### config.mk
export PLATFORM = sky130hd
export DESIGN_NAME = mem_bus_arbiter
export DESIGN_NICKNAME = d
export VERILOG_FILES = /design/src/rtl/mem_bus_arbiter.sv
export SDC_FILE = /design/constraint.sdc
export NUM_CORES = 1
export LEC_CHECK = 0
export CAP_MARGIN = 5
export CORE_ASPECT_RATIO = 0.6
export CORE_MARGIN = 4
export CORE_UTILIZATION = 25
export CTS_BUF_LIST = sky130_fd_sc_hd__clkbuf_16
export CTS_CLUSTER_SIZE = 10
export DETAILED_ROUTE_END_ITERATION = 16
export GPL_ROUTABILITY_DRIVEN = 0
export HOLD_SLACK_MARGIN = 0.1
export PLACE_DENSITY = 0.45
export SETUP_SLACK_MARGIN = 0.05
export SYNTH_ARGS = -nofsm -noshare
export SYNTH_HDL_FRONTEND = slang
export SYNTH_SLANG_ARGS = --single-unit
export TNS_END_PERCENT = 1
### constraint.sdc
create_clock -name GCLK -period 0.95 [get_ports GCLK]
set_clock_uncertainty 0.05 [all_clocks]
set_input_delay 0.095 -clock GCLK [delete_from_list [all_inputs] [get_ports GCLK]]
set_output_delay 0.095 -clock GCLK [all_outputs]
set_load 0.03 [all_outputs]
### src/rtl/mem_bus_arbiter.sv
`timescale 1ns/1ps
// mem_bus_arbiter
// Round-robin arbiter for a shared external memory bus (PSRAM, parallel
// flash, QSPI). A grant is held until the owner signals DONE, drops its
// request, or exceeds MAX_HOLD cycles. A bus-idle turnaround of TURNAROUND
// cycles follows every grant.
//
// Parameters
//   TURNAROUND  idle cycles between two grants (1..15)
//   MAX_HOLD    maximum cycles a grant is held (0..1023, 0 = unlimited)
//
// Ports
//   GCLK     in   clock, rising edge
//   RESET    in   asynchronous active-low reset
//   REQ      in   [2:0] request: bit0 PSRAM, bit1 flash, bit2 QSPI
//   DONE     in   [2:0] one-cycle release pulse, same bit order as REQ
//   GNT      out  [2:0] one-hot grant, zero when no grant
//   BUS_SEL  out  [1:0] mux select: 0 none, 1 PSRAM, 2 flash, 3 QSPI
//   BUS_OE   out  drive enable for the shared DQ/address pins
//   TIMEOUT  out  one-cycle pulse when a grant was revoked by MAX_HOLD
//   BUSY     out  high whenever the arbiter is not idle
module mem_bus_arbiter #(
    parameter int unsigned TURNAROUND = 2,
    parameter int unsigned MAX_HOLD   = 255
) (
    input  logic       GCLK,
    input  logic       RESET,
    input  logic [2:0] REQ,
    input  logic [2:0] DONE,
    output logic [2:0] GNT,
    output logic [1:0] BUS_SEL,
    output logic       BUS_OE,
    output logic       TIMEOUT,
    output logic       BUSY
);

    typedef enum logic [1:0] {
        IDLE  = 2'd0,
        GRANT = 2'd1,
        TURN  = 2'd2
    } state_t;

    localparam logic [9:0] HOLD_LAST = 10'(MAX_HOLD - 1);
    localparam logic [3:0] TURN_LAST = 4'(TURNAROUND - 1);

    state_t     state;
    logic       rst_sync_n;
    logic [9:0] hold_cnt;
    logic [3:0] turn_cnt;
    logic [1:0] last;       // previous owner; equals the current owner during GRANT
    logic [1:0] winner;
    logic [1:0] cand;
    logic       found;
    logic       normal_release;
    logic       hold_hit;

    // NOTE: assertion reaches the FSM asynchronously through this flop's clear,
    // while deassertion is retimed to GCLK; the FSM leaves reset one edge after
    // release, so the first grant decision happens at the second edge.
    always_ff @(posedge GCLK or negedge RESET) begin
        if (!RESET) begin
            rst_sync_n <= 1'b0;
        end else begin
            rst_sync_n <= 1'b1;
        end
    end

    // Round-robin search starting at the requester after the previous owner.
    always_comb begin
        // NOTE: every variable gets a default before the loop so no path
        // leaves one unassigned, which would infer a latch.
        winner = last;
        cand   = 2'd0;
        found  = 1'b0;
        for (int i = 1; i <= 3; i++) begin
            cand = 2'((int'(last) + i) % 3);
            if (!found && REQ[cand]) begin
                winner = cand;
                found  = 1'b1;
            end
        end
    end

    // Only the owner's bits matter while a grant is active.
    assign normal_release = DONE[last] || !REQ[last];
    assign hold_hit       = (MAX_HOLD != 0) && (hold_cnt == HOLD_LAST);

    // NOTE: all state and outputs use non-blocking assignments so every flop
    // samples pre-edge values regardless of statement order.
    always_ff @(posedge GCLK or negedge rst_sync_n) begin
        if (!rst_sync_n) begin
            state    <= IDLE;
            GNT      <= 3'b000;
            BUS_SEL  <= 2'd0;
            BUS_OE   <= 1'b0;
            TIMEOUT  <= 1'b0;
            BUSY     <= 1'b0;
            hold_cnt <= 10'd0;
            turn_cnt <= 4'd0;
            last     <= 2'd2;
        end else begin
            TIMEOUT <= 1'b0;
            unique case (state)
                IDLE: begin
                    if (REQ != 3'b000) begin
                        state    <= GRANT;
                        last     <= winner;
                        GNT      <= 3'b001 << winner;
                        BUS_SEL  <= winner + 2'd1;
                        BUS_OE   <= 1'b1;
                        BUSY     <= 1'b1;
                        hold_cnt <= 10'd0;
                    end
                end
                GRANT: begin
                    if (normal_release || hold_hit) begin
                        state    <= TURN;
                        GNT      <= 3'b000;
                        BUS_SEL  <= 2'd0;
                        BUS_OE   <= 1'b0;
                        // A simultaneous DONE or request drop wins over the limit.
                        TIMEOUT  <= hold_hit && !normal_release;
                        turn_cnt <= 4'd0;
                    end else if (hold_cnt != 10'h3FF) begin
                        hold_cnt <= hold_cnt + 10'd1;
                    end
                end
                TURN: begin
                    if (turn_cnt == TURN_LAST) begin
                        state <= IDLE;
                        BUSY  <= 1'b0;
                    end else begin
                        turn_cnt <= turn_cnt + 4'd1;
                    end
                end
                default: begin
                    state <= IDLE;
                end
            endcase
        end
    end

endmodule

* Yosys cells after proc, flatten, opt, wreduce, memory -nomap -nowiden
Index checks and enable logic that the tools add are counted.
Word-level totals: flip-flop bits (word level) 27, input port bits 8, output and inout bits 8, logic and storage cells 94
Operators by class: $add $sub $neg 6, divide/modulo/power cells 3, magnitude comparators 4, equal/unequal tests 11, shift operators 1, multiplexer cells 39, reduce and logical (&&, ||, !) cells 20
Operator list (number):
- modulo 32 x 3 -> 32 bit, second input constant | 3
- two-way mux 10 bit | 3
- one-hot mux 10 bit (2 select lines) | 1
- two-way mux 2 bit | 8
- less-than comparator 2 x 3 -> 1 bit, second input constant | 4
- two-way mux 1 bit | 12
- != test 2 bit, second input constant | 6
- AND reduction 3 bit | 4
- adder 10 x 1 -> 10 bit, second input constant | 1
- binary-select mux 1 bit (select 2 bit) | 5
- == test 10 x 8 -> 1 bit, second input constant | 1
- != test 10 bit, second input constant | 1
- two-way mux 4 bit | 2
- one-hot mux 4 bit (2 select lines) | 1
- adder 2 x 2 -> 3 bit, second input constant | 2
- two-way mux 3 bit | 2
- one-hot mux 2 bit (3 select lines) | 1
- one-hot mux 3 bit (2 select lines) | 1
- nonzero test 2 bit | 3
- adder 4 x 1 -> 4 bit, second input constant | 1
- == test 4 x 1 -> 1 bit, second input constant | 1
- logical NOT 1 bit | 4
- one-hot mux 1 bit (2 select lines) | 2
- one-hot mux 2 bit (2 select lines) | 1
- other kinds (11) | 14

* Logic depth before layout (Yosys ltp)
word-level depth 14, gate-level depth with buffers 11, depth with buffers taken out 10

* Least setup slack after synthesis
No wires, ideal clock.
path type reg2reg, start point reg last[0], end point reg BUS_SEL[1], library setup time 0.085 ns, data arrival time 2.239 ns, required time 0.815 ns, path slack -1.424 ns, cell stages (with the launch flop) 10, buffers on the path 1, period minus slack after synthesis 2.374 ns, cell sequence dfrtp_1 inv_1 ha_1 clkbuf_1 nand2_1 o22a_1 o211a_1 o32ai_1 ha_1 o22ai_1
Between the ends: cells in the longest elaborated chain, start to end 14, elaborated cells between the ends (all ways) 33, classes of those cells 4 x add/sub; 3 x div; 1 x eq/ne; 17 x mux; 8 x reduce/logical
RTL lines:
- start, declared | line 50 | logic [1:0] last;
- start signal, assigned | line 107 | last <= winner;
- adder 2 x 1 -> 3 bit | line 76 | cand = 2'((int'(last) + i) % 3);
- modulo 32 x 3 -> 32 bit | line 76
- binary-select mux 1 bit (select 2 bit) | line 77 | if (!found && REQ[cand]) begin
- two-way mux 1 bit (not written as such) | line 77
- two-way mux 1 bit | line 77
- logical NOT 1 bit | line 77
- logical AND 1 bit | line 77
- two-way mux 1 bit | line 77
- logical NOT 1 bit | line 77
- logical AND 1 bit | line 77
- two-way mux 2 bit | line 77
- adder 2 x 1 -> 2 bit | line 109 | BUS_SEL <= winner + 2'd1;
- two-way mux 2 bit | line 105 | if (REQ != 3'b000) begin
- one-hot mux 2 bit (2 select lines) | line 103 | unique case (state)
- end signal, assigned | line 109
- end, declared | line 31 | output logic [1:0] BUS_SEL,
Several ways; a longest one is shown, not always the timed one. The select of a mux whose other input is x is not followed. A chain may end at the register's enable or synchronous reset.

* Worst setup path after layout
start point reg last[1], end point reg BUS_SEL[1]
The elaborated chain is that of the path after synthesis.

==> results.ini <==
[cells_and_area]
drive_gt1_share_pct = 43.7
final_util_pct = 43.0
design_area_mm2 = 0.00268
final_common_cell = buf_4
multi_input_area_mm2 = 0.00103
fin_cells = 347
fillers = 637
num-nets-final = 282
seqCellArea_um2 = 677
diodes = 0
syn2layout_area_growth_pct = 63.9
final_cell_mix = buf_4, dfrtp_1, nand2_1

[placement]
io_buffers = 15
placed_area_mm2 = 0.00236
dp_hpwl_um = 3310
dp.cells = 332

[setup_path]
crit_cells = 8
cp.required_ns = 1.08
slowest_delay_ns = 0.57
crit_start = last[1]$_DFFE_PN1P_
path_cells = buf_6, ha_4, mux2i_4, o22a_1, nor2_2, o32ai_2, ha_1, o22ai_1
r2r-end = BUS_SEL[1]$_DFFE_PN0P_
crit_path_end = BUS_SEL[1]$_DFFE_PN0P_
cp_num_buf_inv = 1
reg2regPathDepth = 8
rr_startpoint = last[1]$_DFFE_PN1P_
worst_setup_path_end_kind = flip-flop
critPathArrivalTime_ns = 2.30
crit_path_max_fanout = 3
criticalPathCategory = reg2reg
path_delay_family = compound AO/OA/AOI/OAI gates
cp_slowest_cell = dfstp_2
start_kind = flip-flop
regToRegSetupSlack_ns = -1.22

[routing]
totalWireLength_um = 4340
drt.antenna.violating_nets = 0
dr.pass1.iters = 4
drc_errors = 0
wire_per_inst_um = 12.5
vias = 1576
viasPerCell = 4.54
drt-initial-drc-count = 119

[floorplan]
die_y_um = 70.6
ios = 16
core.rowCount = 22
dieArea_mm2 = 0.00794
initial_core_util_pct = 26.3
fp.dieW_um = 112
core_area_mm2 = 0.00622

[logic_synthesis]
synthTopCellsByArea = dfrtp_1, ha_1, nand2_1, nor2_1, o21ai_0
yosysTopAreaCell = dfrtp_1
synthFlopType = dfrtp_1
synth_cell_types = 49
synth-seq-area-share_pct = 41.4
synth-edff-count = 0
avgSynthCellArea_um2 = 9.08
synth_top_area_share_pct = 39.8
syn-num-nets = 198
syn_inst = 180
ys_warn_count = 0
ys_ff_latch = 27
ys_async_sr_fraction_pct = 100
synth_area_mm2 = 0.00163

[clock_network]
cts_htree_levels = 1
clk_path_buf_depth = 2
cts_inserted_buffers = 3
clk_pin_slew_ns = 0.07
clock_sinks = 27
clock_tree.root_cell = clkbuf_16
clock_latency_ns = 0.26
cts_tree = done

[timing]
grt_setup_unrepaired = true
clock.fmax_ghz = 0.461
layout_setup_ws_ns = -1.22
report.final.slew_viol_count = 0
hold_viol = 0
timing.final.crit_period_ns = 2.17
fin_crit_sh_pct = 229
setup_viol = 29

[grt]
antenna_found_initial = 0
track_usage_pct = 11.6
grt_overflow = 0
grt_pass1_vias = 1570
grt_max_degree = 27
grt_pass1_wl_um = 7540

[power_and_ir_drop]
powerDensity_mw_per_mm2 = 2970
vdd.ir_drop.worst_v = 0.00118
leakage_nw = 1.20

[outcome]
violations = negative setup slack
status = finished with violations

[flow_run]
max_cap_viol_count = 0

[worst_hold_path]
worstHoldPathType = reg2async

synthesized netlist by cell type, types with 2 or more instances:
master    instances
nand2b_1          6
nor3b_1           2
nand3_1           7
or4_1             3
mux2i_1           3
clkbuf_1          6
a21oi_1           6
nor3_1            5
o31ai_1           3
o211ai_1          3
nor2_1           16
inv_1            10
dfrtp_1          26
nor2b_1           2
nand4_1           3
or3b_1            2
ha_1             10
or2_2             2
o22ai_1           4
or3_1             2
o21ai_0           8
xor2_1            4
nand2_1          21
cell type report:
type	instances	area share [%]
well taps	84	3.93
multi-input cells	136	38.4
repair buffers	86	28.0
clock inverters	1	0.187
clock buffers	3	2.80
inverters	10	1.40
flip-flops and latches	27	25.3
stage by stage:
| stage | setup WS [ns] | TNS [ns] | hold slack (ns) | power (mW) |
|---|---|---|---|---|
| after floorplan | -1.14 | -23.80 | -0.251 | 4.19 |
| after global placement | -1.19 | -27.56 | 0.169 | 6.20 |
| after detailed placement | -1.26 | -27.78 | 0.185 | 6.15 |
| after CTS | -1.20 | -26.57 | 0.193 | 7.69 |
| after global routing | -1.30 | -28.57 | 0.198 | 8.57 |
| final | -1.22 | -25.80 | 0.172 | 7.96 |
worst min path at each step:
stage	startpoint	endpoint	slack [ns]
after global routing	rst_sync_n$_DFF_PN0_	BUS_OE$_DFFE_PN0P_	0.20
after floorplan	RESET	rst_sync_n$_DFF_PN0_	-0.25
final	rst_sync_n$_DFF_PN0_	BUS_OE$_DFFE_PN0P_	0.17
after detailed placement	rst_sync_n$_DFF_PN0_	BUS_OE$_DFFE_PN0P_	0.19
after CTS	rst_sync_n$_DFF_PN0_	BUS_OE$_DFFE_PN0P_	0.19
after global placement	rst_sync_n$_DFF_PN0_	TIMEOUT$_DFF_PN0_	0.17
worst register-to-register path, cell delays in order (launching register included):
cell and delay [ns]:
dfstp_2 0.57, buf_6 0.11, ha_4 0.14, mux2i_4 0.21
o22a_1 0.22, nor2_2 0.06, o32ai_2 0.32, ha_1 0.28
o22ai_1 0.14
sequential cells by signal, summed over array words and instances (netlist names):
signal / cells
BUS_OE: 1
rst_sync_n: 1
state: 2
turn_cnt: 4
GNT: 3
last: 2
BUS_SEL: 2
BUSY: 1
TIMEOUT: 1
hold_cnt: 10
cell families after synthesis:
group | synth area share (%)
flops | 41.4
compound gates | 18.7
fa+ha+maj | 7.66
simple gates | 23.7
xor+xnor | 2.14
buf+inv | 4.36
other cells | 0.229
mux | 1.84
what timing repair did:
action                                  CTS  global route
hold buffers                              1             0
pin swaps                                 9             7
resized for setup                        24            18
buffers inserted                          8             2
hold endpoints to repair                  1             0
endpoints found under the setup margin   34            34
routing by layer:
layer  part of all wire, %  GRT usage (%)  wire length (µm)  vias up
met5                     0              0                 0        -
met4                  0.25           1.20                11        0
met3                   3.0           2.91               131        2
met2                    40           16.6              1750       17
met1                    56           18.1              2450      747
li1                      -              -                 -      810
power by group:
group / switching [mW] / total [mW] / internal [mW]
Combinational: 2.47 / 5.32 / 2.85
Sequential: 0.222 / 1.68 / 1.46
Clock: 0.395 / 0.964 / 0.568
(Power assumes the default switching activity.)
